==> config.mk <==
export PLATFORM = sky130hd
export DESIGN_NAME = harvard_bus_arbiter
export DESIGN_NICKNAME = d
export VERILOG_FILES = /design/src/rtl/harvard_bus_arbiter.sv
export SDC_FILE = /design/constraint.sdc
export NUM_CORES = 1
export LEC_CHECK = 0
export BUFFER_PORTS_ARGS = -buffer_cell sky130_fd_sc_hd__clkbuf_2
export CORE_MARGIN = 4
export CORE_UTILIZATION = 40
export CTS_CLUSTER_SIZE = 10
export DETAILED_ROUTE_END_ITERATION = 12
export MAX_ROUTING_LAYER = met4
export PLACE_DENSITY = 0.83
export SETUP_SLACK_MARGIN = 0.05
export SYNTH_ARGS = -nofsm -noshare
export SYNTH_HDL_FRONTEND = slang
export SYNTH_SLANG_ARGS = --single-unit
==> constraint.sdc <==
create_clock -name clk -period 1.85 [get_ports clk]
set_clock_uncertainty 0.1 [all_clocks]
set_input_delay 0.2775 -clock clk [delete_from_list [all_inputs] [get_ports clk]]
set_output_delay 0.2775 -clock clk [all_outputs]
set_load 0.1 [all_outputs]
==> src/rtl/harvard_bus_arbiter.sv <==
// Round-robin arbiter sharing one wait-state memory bus between the CPU
// instruction-fetch port and data port, with registered bus outputs and optional timeout.
module harvard_bus_arbiter #(
  parameter int TIMEOUT_CYCLES = 0,
  parameter int TCNT_W         = 16
) (
  input  logic        clk,
  input  logic        reset,
  input  logic        instr_req,
  input  logic [31:0] instr_address,
  output logic [31:0] instr_readdata,
  output logic        instr_done,
  input  logic        data_read,
  input  logic        data_write,
  input  logic [31:0] data_address,
  input  logic [31:0] data_writedata,
  input  logic [3:0]  data_byteenable,
  output logic [31:0] data_readdata,
  output logic        data_done,
  output logic        bus_error,
  output logic [31:0] address,
  output logic        read,
  output logic        write,
  output logic [31:0] writedata,
  output logic [3:0]  byteenable,
  input  logic        waitrequest,
  input  logic [31:0] readdata
);

  typedef enum logic [1:0] {
    IDLE  = 2'd0,
    BUS_I = 2'd1,
    BUS_D = 2'd2
  } state_t;

  state_t             state_r, state_s;
  logic               last_data_r, last_data_s;
  logic [TCNT_W-1:0]  tcnt_r, tcnt_s;

  logic [31:0] address_s, writedata_s, instr_readdata_s, data_readdata_s;
  logic        read_s, write_s, instr_done_s, data_done_s, bus_error_s;
  logic [3:0]  byteenable_s;

  logic i_want_s, d_want_s, grant_i_s, grant_d_s, timeout_hit_s;

  // Arbitration and grant decode; a side whose done is high is masked so its
  // still-held request is not re-granted.
  always_comb begin
    i_want_s      = instr_req & ~instr_done;
    d_want_s      = (data_read | data_write) & ~data_done;
    grant_i_s     = i_want_s & (~d_want_s | last_data_r);
    grant_d_s     = d_want_s & (~i_want_s | ~last_data_r);
    timeout_hit_s = (TIMEOUT_CYCLES > 0) && (tcnt_r == TCNT_W'(TIMEOUT_CYCLES));
  end

  // Next-state and next-output logic.
  always_comb begin
    state_s          = state_r;
    last_data_s      = last_data_r;
    tcnt_s           = tcnt_r;
    address_s        = address;
    read_s           = read;
    write_s          = write;
    writedata_s      = writedata;
    byteenable_s     = byteenable;
    instr_readdata_s = instr_readdata;
    data_readdata_s  = data_readdata;
    instr_done_s     = 1'b0;
    data_done_s      = 1'b0;
    bus_error_s      = 1'b0;

    case (state_r)
      IDLE: begin
        tcnt_s = {TCNT_W{1'b0}};
        if (grant_i_s) begin
          state_s      = BUS_I;
          last_data_s  = 1'b0;
          address_s    = instr_address;
          read_s       = 1'b1;
          write_s      = 1'b0;
          byteenable_s = 4'b1111;
        end else if (grant_d_s) begin
          state_s      = BUS_D;
          last_data_s  = 1'b1;
          address_s    = data_address;
          writedata_s  = data_writedata;
          byteenable_s = data_byteenable;
          // A store wins over a simultaneous load request.
          read_s       = ~data_write;
          write_s      = data_write;
        end else begin
          state_s = IDLE;
        end
      end

      BUS_I, BUS_D: begin
        if (!waitrequest || timeout_hit_s) begin
          state_s     = IDLE;
          read_s      = 1'b0;
          write_s     = 1'b0;
          tcnt_s      = {TCNT_W{1'b0}};
          bus_error_s = waitrequest;
          if (state_r == BUS_I) begin
            instr_done_s     = 1'b1;
            instr_readdata_s = waitrequest ? 32'h0000_0000 : readdata;
          end else begin
            data_done_s = 1'b1;
            if (read) begin
              data_readdata_s = waitrequest ? 32'h0000_0000 : readdata;
            end else begin
              data_readdata_s = data_readdata;
            end
          end
        end else begin
          // Saturate so a disabled timeout never wraps into a false match.
          if (tcnt_r == {TCNT_W{1'b1}}) begin
            tcnt_s = tcnt_r;
          end else begin
            tcnt_s = tcnt_r + {{(TCNT_W-1){1'b0}}, 1'b1};
          end
        end
      end

      default: begin
        state_s = IDLE;
        read_s  = 1'b0;
        write_s = 1'b0;
        tcnt_s  = {TCNT_W{1'b0}};
      end
    endcase
  end

  // State, counter and registered outputs.
  always_ff @(posedge clk) begin
    if (reset) begin
      state_r        <= IDLE;
      last_data_r    <= 1'b1;
      tcnt_r         <= {TCNT_W{1'b0}};
      address        <= 32'h0000_0000;
      read           <= 1'b0;
      write          <= 1'b0;
      writedata      <= 32'h0000_0000;
      byteenable     <= 4'b0000;
      instr_readdata <= 32'h0000_0000;
      data_readdata  <= 32'h0000_0000;
      instr_done     <= 1'b0;
      data_done      <= 1'b0;
      bus_error      <= 1'b0;
    end else begin
      state_r        <= state_s;
      last_data_r    <= last_data_s;
      tcnt_r         <= tcnt_s;
      address        <= address_s;
      read           <= read_s;
      write          <= write_s;
      writedata      <= writedata_s;
      byteenable     <= byteenable_s;
      instr_readdata <= instr_readdata_s;
      data_readdata  <= data_readdata_s;
      instr_done     <= instr_done_s;
      data_done      <= data_done_s;
      bus_error      <= bus_error_s;
    end
  end

endmodule

==> qor.csv, run 1 <==
stage;metric;value;unit
status;outcome;finished, final reports clean;
worst_setup_path;arrival time of the worst setup path;1280;ps
route;wire length per cell after detailed routing;15.45;microns
global_routing;via count of the first global-routing pass;5959;
layout;Antenna diodes;0;
worst_setup_path;endpoint of the worst register-to-register path;address[29];
layout;utilization of the core after routing;67.29;%
placement;total cell area at the placement stage;6769;sq um
sta;setup total negative slack;0;ps
route;number of violations reported at the end of detailed-routing iteration 0;372;
placement;placer's final routability congestion estimate;0.8142;
sta;Final Worst Setup Slack;188.1;ps
hold_path;Min-Delay Endpoint;address[14];
global_routing;first-pass GRT wire length;28460;microns
worst_setup_path;Worst Setup End Kind;output pin;
worst_setup_path;category of the worst setup path launch point;register;
pwr;Total Power Consumption;11.33;mW
floorplanning;Core Footprint;12670;sq um
sta;crit share post-route;89.83;%
floorplanning;chip width;121.9;microns
layout;Area growth syn-to-layout;64.19;%
floorplanning;initial core utilization;40.98;%
sta;achievable frequency;601.7;MHz
sta;final hold violation count;0;
logic_synthesis;portion of the post-synthesis area used by sequential elements;53.59;%
logic_synthesis;total of flip-flops plus latches after synthesis;139;
global_routing;combined global-route utilization of all metal layers;24.81;%
global_routing;Remaining Overflow, GRT;0;
layout;Cell Count, Final, Fillers Out;1203;
logic_synthesis;number of flops mapped to enable cells by yosys;0;
logic_synthesis;prevailing post-synth register cell;sky130_fd_sc_hd__dfxtp_1;
route;DRC violation count after routing;0;
layout;layout cell share with drive strength beyond 1;32.20;%
logic_synthesis;gate count of the mapped netlist;654;
clock_tree;maximum buffer depth of the clock tree;2;
sta;final critical path time including I/O delays and setup;1662;ps
global_routing;antenna violations before repair;0;
logic_synthesis;fraction of synthesized cell area taken by the top area cell type;53.59;%
worst_setup_path;register-to-register setup slack;200;ps
worst_setup_path;maximum fanout along the worst path;2;
route;first-pass detailed-route iteration total;6;
worst_setup_path;critical path buffer and inverter count;1;
pwr;Static Leak;3.865;nW
logic_synthesis;synthesized area;5192;sq um
route;via count;6115;
placement;port buffer count;273;
logic_synthesis;Yosys top cell by area;sky130_fd_sc_hd__dfxtp_1;
global_routing;maximum number of pins on one net before global-route repair;69;
logic_synthesis;mean instance size in the synthesized netlist;7.940;sq um
worst_setup_path;RR Startpoint;state_r[0];
hold_path;classification of the worst-slack hold path;input pin to register;
sta;Max-Slew Margin vs Limit;61.43;%
logic_synthesis;yosys synthesis warning count;0;
worst_setup_path;Crit path max-delay family;buffers and inverters;
logic_synthesis;dominant cell by count in the synthesized netlist;sky130_fd_sc_hd__nand2_1;
pwr;Power Dens Cells;1329;nW/um^2
clock_tree;Skew-Pair Late Insertion Delay;410;ps
placement;Placed Cells;1062;
clock_tree;Reg clk slew, reported paths;60;ps
run;max-cap violations;0;
clock_tree;CTS Buf Count;17;
worst_setup_path;data required time of the worst path;1470;ps
route;Avg Vias per Cell;5.083;
worst_setup_path;slowest cell on the critical path;sky130_fd_sc_hd__clkbuf_2;
logic_synthesis;proportion of register bits with asynchronous set or reset after synthesis;0;%
route;Post-Route WL;18590;microns
worst_setup_path;Critical Setup Path Class;register to output pin;
logic_synthesis;distinct cell type count after synthesis;33;
worst_setup_path;worst r2r path cells;6;
layout;final non-filler cell area;8526;sq um
hold_path;Worst Hold Depth;3;
floorplanning;Std-Cell Rows;41;
logic_synthesis;syn_nets;794;
route;post-route antenna net violation count;0;
floorplanning;DIE HEIGHT;121.9;microns
logic_synthesis;most numerous cell types in the synthesized netlist;260 x sky130_fd_sc_hd__nand2_1, 139 x sky130_fd_sc_hd__dfxtp_1, 99 x sky130_fd_sc_hd__a21oi_1, 40 x sky130_fd_sc_hd__nor2_1, 30 x sky130_fd_sc_hd__a311oi_1;
floorplanning;IO Count;275;
clock_tree;number of sinks driven by the clock tree;139;
worst_setup_path;depth of the critical timing path with buffers and inverters included;1;
hold_path;start point of the worst min-delay path;instr_address[14];
worst_setup_path;cell breakdown of the critical path;clkbuf_2;
clock_tree;# H-tree levels;4;
clock_tree;TritonCTS clock tree;yes;
worst_setup_path;stage delay of the slowest cell on the critical path;490;ps
sta;slew at the pin closest to its max-slew limit;580.9;ps
placement;Post-Place Setup Slack;112.2;ps
placement;HPWL after detailed placement;10840;microns
logic_synthesis;top cells by area, synth;sky130_fd_sc_hd__dfxtp_1 54%, sky130_fd_sc_hd__nand2_1 19%, sky130_fd_sc_hd__a21oi_1 9.5%, sky130_fd_sc_hd__a311oi_1 5.1%, sky130_fd_sc_hd__nor2_1 2.9%;
layout;final net count;1158;
sta;final setup violation count;0;
pwr;Worst VDD drop;0.0007953;V
sta;setup repair after global routing missed its margin;no;
clock_tree;clock tree root driver cell;sky130_fd_sc_hd__clkbuf_16;
floorplanning;die footprint;14870;sq um
sta;max-slew violation count;0;
sta;hold slack final;21.19;ps
[placed cells by master (no fill, tap or decap), drive strengths merged]
master / instances
buf: 16
dlygate4sd3: 107
o22ai: 4
o21bai: 1
o21ai: 1
a311oi: 32
bufinv: 5
nand2b: 2
o211ai: 1
inv: 4
and3: 2
nand3b: 1
nor3: 1
clkinv: 5
a21o: 1
clkinvlp: 2
a32o: 1
ha: 2
a21boi: 1
nor2b: 1
dfxtp: 139
nor2: 40
nand3: 5
o21ba: 1
conb: 1
clkbuf: 293
o2111ai: 1
nand2: 260
a21oi: 100
a32oi: 1
[worst max path at each step]
| stage | startpoint | end |
|---|---|---|
| final | byteenable[1] | byteenable[1] |
| after global routing | state_r[1] | address[23] |
| after CTS | state_r[0] | address[6] |
| after detailed placement | state_r[0] | address[6] |
| after global placement | state_r[0] | address[12] |
| after floorplan | instr_done | address[12] |
[area by class of cell]
cell class / instances / area, sq um
Tap cell: 172 / 215.2
Fill cell: 962 / 4145
Multi-Input combinational cell: 460 / 2156
Sequential cell: 139 / 2786
Inverter: 4 / 15.01
Clock buffer: 20 / 456.7
Clock inverter: 12 / 193.9
Timing Repair Buffer: 396 / 2703
[timing repair]
item | 4_1_cts | 5_1_grt
setup buffers | 0 | 1
hold endpoints to repair | 118 | 0
hold buffers | 107 | 0
setup endpoints to repair | 0 | 32
resized for setup | 0 | 1
[metal layers]
metal	routed length, microns	GRT usage [%]	share of wire [%]	vias to the layer above
li1	-	-	-	2899
met1	6883	26.26	37	2800
met2	9306	42.47	50	333
met3	1398	5.478	7.5	83
met4	998	14.64	5.4	0
met5	0	-	0	-
[sequential cells by signal, summed over array words and instances, names as in the netlist]
register,cells
address,32
byteenable,4
data_done,1
data_readdata,32
instr_done,1
instr_readdata,32
last_data_r,1
read,1
state_r,2
write,1
writedata,32
[logic make-up (layout without fill, tap and decap cells)]
logic type / Yosys count / in the layout / synth area share, %
and+or+nand+nor: 312 / 312 / 23.16
AOI/OAI and AO/OA: 145 / 145 / 17.71
buffers and inverters: 55 / 432 / 4.988
DFF: 139 / 139 / 53.59
other: 1 / 1 / 0.07222
adders and majority gates: 2 / 2 / 0.4819
[power by group]
part	leakage (nW)	switching, mW	total (mW)	internal (mW)
logic	2.41	3.22	4.11	0.893
clock network	0.316	1.25	3.71	2.45
registers	1.14	0.186	3.51	3.32
(Power assumes the default switching activity.)
==> inputs of run 2 (changes only) <==
--- a/config.mk
+++ b/config.mk
@@ -5,13 +5,14 @@
 export SDC_FILE = /design/constraint.sdc
 export NUM_CORES = 1
 export LEC_CHECK = 0
+export ABC_AREA = 1
 export BUFFER_PORTS_ARGS = -buffer_cell sky130_fd_sc_hd__clkbuf_2
 export CORE_MARGIN = 4
-export CORE_UTILIZATION = 40
+export CORE_UTILIZATION = 46
 export CTS_CLUSTER_SIZE = 10
 export DETAILED_ROUTE_END_ITERATION = 12
 export MAX_ROUTING_LAYER = met4
-export PLACE_DENSITY = 0.83
+export PLACE_DENSITY = 0.81
 export SETUP_SLACK_MARGIN = 0.05
 export SYNTH_ARGS = -nofsm -noshare
 export SYNTH_HDL_FRONTEND = slang
==> run 2 against run 1 <==
Effect of this change:
- area after synthesis is 5.2% higher
- clock-buffer cell count increased by 4
- via count is 4.3% lower
- largest power group unchanged
- die area is 8.0% lower
- critical path depth increased by 5
- clock power is 20% lower
- critical endpoint is now data_readdata[9]
- maximum frequency rose by 0.51%
- non-clock buffer count shrank 76
- sequential share of layout area grew 3.2 points
- flip-flop and latch count unchanged
- total power rose by 11%
- critical path type is now register to register
==> qor.csv, run 2 <==
stage;metric;value;unit;change
clock_tree;Post-CTS Setup Repair Bufs;0;;unchanged
sta;setup total negative slack;0;ps;unchanged
worst_setup_path;endpoint of the worst register-to-register path;data_readdata[9];;was address[29]
clock_tree;number of sinks driven by the clock tree;139;;unchanged
clock_tree;TritonCTS clock tree;yes;;unchanged
pwr;Worst VDD drop;0.001097;V;was 0.0007953 V
logic_synthesis;prevailing post-synth register cell;sky130_fd_sc_hd__dfxtp_1;;unchanged
layout;final non-filler cell area;7772;sq um;was 8526 sq um
global_routing;first-pass GRT wire length;25720;microns;was 28460 microns
worst_setup_path;arrival time of the worst setup path;1840;ps;was 1280 ps
layout;area of combinational cells with multiple inputs;2382;sq um;was 2156 sq um
sta;crit share post-route;89.37;%;was 89.83%
sta;achievable frequency;604.8;MHz;was 601.7 MHz
sta;slew at the pin closest to its max-slew limit;621.6;ps;was 580.9 ps
placement;total cell area at the placement stage;6933;sq um;was 6769 sq um
worst_setup_path;data required time of the worst path;2040;ps;was 1470 ps
route;post-route antenna net violation count;0;;unchanged
logic_synthesis;synthesized area;5463;sq um;was 5192 sq um
global_routing;Remaining Overflow, GRT;0;;unchanged
logic_synthesis;number of flops mapped to enable cells by yosys;0;;unchanged
placement;placer's final routability congestion estimate;0.8876;;was 0.8142
clock_tree;Skew-Pair Late Insertion Delay;400;ps;was 410 ps
layout;Cell Count, Final, Fillers Out;1178;;was 1203
run;max-cap violations;0;;unchanged
worst_setup_path;worst r2r path cells;6;;unchanged
logic_synthesis;Yosys top cell by area;sky130_fd_sc_hd__dfxtp_1;;unchanged
route;first-pass detailed-route iteration total;5;;was 6
floorplanning;Core Footprint;11520;sq um;was 12670 sq um
pwr;Total Power Consumption;12.58;mW;was 11.33 mW
pwr;Power Dens Cells;1618;nW/um^2;was 1329 nW/um^2
placement;Placed Cells;1113;;was 1062
clock_tree;# H-tree levels;4;;unchanged
sta;Max-Slew Margin vs Limit;58.74;%;was 61.43%
worst_setup_path;Worst Setup End Kind;register;;was output pin
global_routing;via count of the first global-routing pass;5347;;was 5959
layout;final net count;1161;;was 1158
worst_setup_path;capture point of the worst path;data_readdata[9];;was byteenable[1]
logic_synthesis;distinct cell type count after synthesis;23;;was 33
logic_synthesis;yosys synthesis warning count;0;;unchanged
sta;Final Worst Setup Slack;196.6;ps;was 188.1 ps
floorplanning;IO Count;275;;unchanged
layout;layout cell share with drive strength beyond 1;31.62;%;was 32.20%
status;outcome;finished, final reports clean;;unchanged
logic_synthesis;gate count of the mapped netlist;737;;was 654
global_routing;maximum number of pins on one net before global-route repair;90;;was 69
layout;utilization of the core after routing;67.49;%;was 67.29%
layout;Area growth syn-to-layout;42.28;%;was 64.19%
worst_setup_path;Critical Setup Path Class;register to register;;was register to output pin
sta;final hold violation count;0;;unchanged
sta;setup repair after global routing missed its margin;no;;unchanged
worst_setup_path;CP Launch Point;state_r[0];;was byteenable[1]
clock_tree;number of gates resized after cts;0;;unchanged
floorplanning;initial core utilization;47.44;%;was 40.98%
logic_synthesis;syn_nets;877;;was 794
global_routing;antenna violations before repair;0;;unchanged
worst_setup_path;register-to-register setup slack;200;ps;about the same
layout;commonest cells after routing, fill and taps aside;273 x sky130_fd_sc_hd__clkbuf_2, 267 x sky130_fd_sc_hd__nor2_1, 136 x sky130_fd_sc_hd__dfxtp_1, 133 x sky130_fd_sc_hd__o21ai_0, 44 x sky130_fd_sc_hd__nand2_1;;was 272 x sky130_fd_sc_hd__clkbuf_2, 260 x sky130_fd_sc_hd__nand2_1, 136 x sky130_fd_sc_hd__dfxtp_1, 107 x sky130_fd_sc_hd__dlygate4sd3_1, 99 x sky130_fd_sc_hd__a21oi_1
route;via count;5850;;was 6115
hold_path;classification of the worst-slack hold path;input pin to register;;unchanged
layout;commonest non-fill, non-tap cell in the layout;sky130_fd_sc_hd__clkbuf_2;;unchanged
worst_setup_path;category of the worst setup path launch point;register;;unchanged
floorplanning;DIE HEIGHT;117.0;microns;was 121.9 microns
sta;hold slack final;9.622;ps;was 21.19 ps
route;Post-Route WL;16860;microns;was 18590 microns
logic_synthesis;total of flip-flops plus latches after synthesis;139;;unchanged
clock_tree;hold-fix buffers at CTS;32;;was 107
global_routing;combined global-route utilization of all metal layers;24.68;%;was 24.81%
placement;Post-Place Setup Slack;126.4;ps;was 112.2 ps
placement;HPWL after detailed placement;11360;microns;was 10840 microns
floorplanning;die footprint;13680;sq um;was 14870 sq um
clock_tree;CTS Buf Count;17;;unchanged
logic_synthesis;dominant cell by count in the synthesized netlist;sky130_fd_sc_hd__nor2_1;;was sky130_fd_sc_hd__nand2_1
logic_synthesis;top cells by area, synth;sky130_fd_sc_hd__dfxtp_1 51%, sky130_fd_sc_hd__nor2_1 18%, sky130_fd_sc_hd__o21ai_0 12%, sky130_fd_sc_hd__a21boi_0 3.6%, sky130_fd_sc_hd__nand3_1 3.3%;;was sky130_fd_sc_hd__dfxtp_1 54%, sky130_fd_sc_hd__nand2_1 19%, sky130_fd_sc_hd__a21oi_1 9.5%, sky130_fd_sc_hd__a311oi_1 5.1%, sky130_fd_sc_hd__nor2_1 2.9%
placement;port buffer count;273;;unchanged
floorplanning;chip width;117.0;microns;was 121.9 microns
logic_synthesis;most numerous cell types in the synthesized netlist;268 x sky130_fd_sc_hd__nor2_1, 139 x sky130_fd_sc_hd__dfxtp_1, 133 x sky130_fd_sc_hd__o21ai_0, 44 x sky130_fd_sc_hd__nand2_1, 36 x sky130_fd_sc_hd__nand3_1;;was 260 x sky130_fd_sc_hd__nand2_1, 139 x sky130_fd_sc_hd__dfxtp_1, 99 x sky130_fd_sc_hd__a21oi_1, 40 x sky130_fd_sc_hd__nor2_1, 30 x sky130_fd_sc_hd__a311oi_1
sta;max-slew violation count;0;;unchanged
worst_setup_path;maximum fanout along the worst path;32;;was 2
sta;final critical path time including I/O delays and setup;1653;ps;was 1662 ps
layout;Seq. cell area;2786;sq um;unchanged
logic_synthesis;portion of the post-synthesis area used by sequential elements;50.94;%;was 53.59%
logic_synthesis;mean instance size in the synthesized netlist;7.412;sq um;was 7.940 sq um
floorplanning;Std-Cell Rows;39;;was 41
logic_synthesis;fraction of synthesized cell area taken by the top area cell type;50.94;%;was 53.59%
logic_synthesis;proportion of register bits with asynchronous set or reset after synthesis;0;%;unchanged
sta;final setup violation count;0;;unchanged
pwr;Static Leak;3.929;nW;was 3.865 nW
route;DRC violation count after routing;0;;unchanged
clock_tree;maximum buffer depth of the clock tree;2;;unchanged
route;number of violations reported at the end of detailed-routing iteration 0;641;;was 372
route;Avg Vias per Cell;4.966;;was 5.083
worst_setup_path;RR Startpoint;state_r[0];;unchanged
clock_tree;Reg clk slew, reported paths;60;ps;about the same
clock_tree;clock tree root driver cell;sky130_fd_sc_hd__clkbuf_16;;unchanged
route;wire length per cell after detailed routing;14.31;microns;was 15.45 microns
layout;number of fill cells in the layout;974;;was 962
run 2: changes by cell type in the layout (fill, tap and decap cells not counted), sizes merged, moves of 75 or more:
| cell | before | now |
|---|---|---|
| o21ai | 1 | 134 |
| a21oi | 100 | 6 |
| nand2 | 260 | 44 |
| nor2 | 40 | 269 |
| dlygate4sd3 | 107 | 32 |
run 2: cell type report:
type | instances | share of cell area, %
Antenna cell | 1 | 0.03220
Clock inverter | 8 | 0.5795
Timing Repair Buffer | 320 | 23.79
Multi-Input combinational cell | 528 | 30.65
Sequential cell | 139 | 35.85
Clock buffer | 24 | 6.069
Tap cell | 143 | 2.302
Inverter | 15 | 0.7244
run 2: worst min-delay path by stage:
stage                            start               end  cells after the start
floorplan                        reset              read                      1
global placement      data_readdata[1]  data_readdata[1]                      2
detailed placement                read              read                      2
CTS                 data_writedata[12]     writedata[12]                      3
global route        data_writedata[27]     writedata[27]                      3
finish              data_writedata[12]     writedata[12]                      3
run 2: critical path: stages, from the launching register on:
cell and delay [ps]:
sky130_fd_sc_hd__dfxtp_1 340, sky130_fd_sc_hd__inv_1 50, sky130_fd_sc_hd__ha_1 310, sky130_fd_sc_hd__nand4_1 140, sky130_fd_sc_hd__buf_4 260, sky130_fd_sc_hd__o21ai_0 250, sky130_fd_sc_hd__nor2_1 80
run 2: layer usage:
metal	share of wire (%)	GRT usage, %	up-vias
li1	-	-	2956
met4	3.4	11.93	0
met3	10	8.535	47
met1	40	28.65	2568
met5	0	-	-
met2	47	38.23	279
run 2: power by group:
part           total, mW  leakage, nW  switching [mW]  internal (mW)
combinational       5.83         2.53            4.87          0.965
sequential          3.78         1.14           0.266           3.51
clock               2.96        0.254            1.19           1.77
total               12.6         3.93            6.33           6.25
run 2: cell families after synthesis:
group / after synthesis / share of synthesized area, %
buffers and inverters: 70 / 5.726
other: 1 / 0.06865
adder cells (fa/ha/maj): 2 / 0.4580
AND/OR/NAND/NOR: 351 / 25.17
AO/OA/AOI/OAI: 174 / 17.64
flip-flops: 139 / 50.94
==> inputs of run 3 (changes only) <==
--- a/config.mk
+++ b/config.mk
@@ -6,7 +6,7 @@
 export NUM_CORES = 1
 export LEC_CHECK = 0
 export ABC_AREA = 1
-export BUFFER_PORTS_ARGS = -buffer_cell sky130_fd_sc_hd__clkbuf_2
+export BUFFER_PORTS_ARGS = -buffer_cell sky130_fd_sc_hd__buf_2
 export CORE_MARGIN = 4
 export CORE_UTILIZATION = 46
 export CTS_CLUSTER_SIZE = 10
==> run 3 against run 2 <==
Effect of this change:
- total power grew 4.0%
- final cell count grew 1.2%
- sequential share of layout area shrank 1.3 points
- flip-flop and latch count is the same
- non-clock buffer count grew 16
- setup slack lost 26 ps
- final area grew 3.7%
- clock-buffer cell count shrank 1
- critical path depth grew 2
- register-to-register slack lost 30 ps
- clock power grew 13%
- global-route usage grew 1.6 points
- critical path type unchanged
- critical endpoint is now writedata[22]
- highest routed layer unchanged
==> qor.csv, run 3 (synthesis gave the netlist of run 2 again) <==
stage;metric;value;unit;change
route;Avg Vias per Cell;5.087;;was 4.966
pwr;Worst VDD drop;0.001390;V;was 0.001097 V
route;wire length per cell after detailed routing;15.14;microns;was 14.31 microns
floorplanning;IO Count;275;;unchanged
clock_tree;Skew-Pair Late Insertion Delay;410;ps;was 400 ps
placement;total cell area at the placement stage;6990;sq um;was 6933 sq um
placement;HPWL after detailed placement;11490;microns;was 11360 microns
floorplanning;Core Footprint;11520;sq um;unchanged
worst_setup_path;maximum fanout along the worst path;19;;was 32
route;DRC violation count after routing;0;;unchanged
sta;final critical path time including I/O delays and setup;1679;ps;was 1653 ps
layout;Area growth syn-to-layout;47.48;%;was 42.28%
route;first-pass detailed-route iteration total;6;;was 5
worst_setup_path;Critical Setup Path Class;register to register;;unchanged
sta;final setup violation count;0;;unchanged
floorplanning;Std-Cell Rows;39;;unchanged
layout;commonest non-fill, non-tap cell in the layout;sky130_fd_sc_hd__buf_2;;was sky130_fd_sc_hd__clkbuf_2
clock_tree;Reg clk slew, reported paths;60;ps;about the same
clock_tree;CTS Buf Count;17;;unchanged
sta;setup repair after global routing missed its margin;yes;;was no
clock_tree;number of sinks driven by the clock tree;139;;unchanged
layout;commonest cells after routing, fill and taps aside;273 x sky130_fd_sc_hd__buf_2, 267 x sky130_fd_sc_hd__nor2_1, 136 x sky130_fd_sc_hd__dfxtp_1, 133 x sky130_fd_sc_hd__o21ai_0, 47 x sky130_fd_sc_hd__dlygate4sd3_1;;was 273 x sky130_fd_sc_hd__clkbuf_2, 267 x sky130_fd_sc_hd__nor2_1, 136 x sky130_fd_sc_hd__dfxtp_1, 133 x sky130_fd_sc_hd__o21ai_0, 44 x sky130_fd_sc_hd__nand2_1
clock_tree;# H-tree levels;4;;unchanged
sta;slew at the pin closest to its max-slew limit;547.9;ps;was 621.6 ps
sta;max-slew violation count;0;;unchanged
worst_setup_path;Worst Setup End Kind;register;;unchanged
placement;port buffer count;273;;unchanged
pwr;Static Leak;4.108;nW;was 3.929 nW
global_routing;first-pass GRT wire length;27300;microns;was 25720 microns
floorplanning;initial core utilization;47.44;%;unchanged
clock_tree;TritonCTS clock tree;yes;;unchanged
sta;Final Worst Setup Slack;170.6;ps;was 196.6 ps
sta;achievable frequency;595.4;MHz;was 604.8 MHz
hold_path;classification of the worst-slack hold path;input pin to register;;unchanged
route;number of violations reported at the end of detailed-routing iteration 0;628;;was 641
floorplanning;chip width;117.0;microns;unchanged
placement;placer's final routability congestion estimate;0.8745;;was 0.8876
sta;Max-Slew Margin vs Limit;63.73;%;was 58.74%
layout;Cell Count, Final, Fillers Out;1192;;was 1178
sta;final hold violation count;0;;unchanged
route;post-route antenna net violation count;0;;unchanged
placement;Placed Cells;1114;;was 1113
global_routing;antenna violations before repair;1;;was 0
placement;Post-Place Setup Slack;98.25;ps;was 126.4 ps
route;Post-Route WL;18040;microns;was 16860 microns
run;max-cap violations;0;;unchanged
worst_setup_path;arrival time of the worst setup path;1880;ps;was 1840 ps
route;via count;6064;;was 5850
worst_setup_path;data required time of the worst path;2050;ps;was 2040 ps
pwr;Power Dens Cells;1623;nW/um^2;was 1618 nW/um^2
status;outcome;finished, final reports clean;;unchanged
clock_tree;clock tree root driver cell;sky130_fd_sc_hd__clkbuf_16;;unchanged
global_routing;maximum number of pins on one net before global-route repair;70;;was 90
clock_tree;maximum buffer depth of the clock tree;2;;unchanged
layout;layout cell share with drive strength beyond 1;31.39;%;was 31.62%
floorplanning;DIE HEIGHT;117.0;microns;unchanged
clock_tree;Post-CTS Setup Repair Bufs;0;;unchanged
floorplanning;die footprint;13680;sq um;unchanged
layout;final net count;1177;;was 1161
global_routing;Remaining Overflow, GRT;0;;unchanged
global_routing;combined global-route utilization of all metal layers;26.27;%;was 24.68%
worst_setup_path;category of the worst setup path launch point;register;;unchanged
sta;setup total negative slack;0;ps;unchanged
sta;crit share post-route;90.78;%;was 89.37%
layout;final non-filler cell area;8056;sq um;was 7772 sq um
global_routing;via count of the first global-routing pass;5566;;was 5347
==> run 3: worst max-delay path: stages (launching register included) <==
cell and delay [ps]:
sky130_fd_sc_hd__dfxtp_1 310, sky130_fd_sc_hd__inv_1 70, sky130_fd_sc_hd__ha_1 260, sky130_fd_sc_hd__nand3_1 150, sky130_fd_sc_hd__a21oi_4 190, sky130_fd_sc_hd__inv_2 80
sky130_fd_sc_hd__buf_4 210, sky130_fd_sc_hd__nor2_1 140, sky130_fd_sc_hd__nor2_1 70
==> run 3: worst paths after layout <==
path,endpoint,cells past startpoint,slack (ps),start
hold reg to reg,write,2,360,write
setup / recovery,writedata[22],8,170,state_r[1]
hold / removal,writedata[26],3,20,data_writedata[26]
setup reg to reg,writedata[22],8,170,state_r[1]
==> run 3: where the power goes <==
group / total, mW / internal, mW / switching (mW)
logic: 5.97 / 1.05 / 4.92
clock network: 3.33 / 2.10 / 1.23
registers: 3.77 / 3.51 / 0.259
total: 13.1 / 6.67 / 6.41
==> run 3: area by class of cell <==
type	instances	area [sq um]
fill	926	3460
clock inverter	7	90.09
clock buffer	23	488.0
sequential	139	2786
antenna	1	2.502
inverter	15	56.30
timing repair buffer	336	2064
tap	143	178.9
multi-input combinational	528	2390
==> run 3: timing repair <==
item | 4_1_cts | 5_1_grt
hold buffers | 47 | 0
endpoints found under the hold margin | 49 | 0
resized for setup | 0 | 3
endpoints found under the setup margin | 0 | 25
==> run 3: routing by layer <==
layer	GRT usage (%)	part of all wire [%]	vias up	wire length (microns)
met4	12.23	3.4	0	620
met1	30.05	39	2677	7000
met3	8.483	10	57	1847
met2	41.87	48	345	8576
met5	-	0	-	0
li1	-	-	2985	-
==> run 3: metrics by stage <==
step	total power [mW]	hold slack, ps	utilization (%)
6_report	13.08	15.30	69.96
5_1_grt	13.63	5.094	69.96
4_1_cts	13.08	0.6218	69.81
3_5_place_dp	9.645	359.7	60.70
3_3_place_gp	9.610	354.9	60.70
2_1_floorplan	8.588	239.2	-
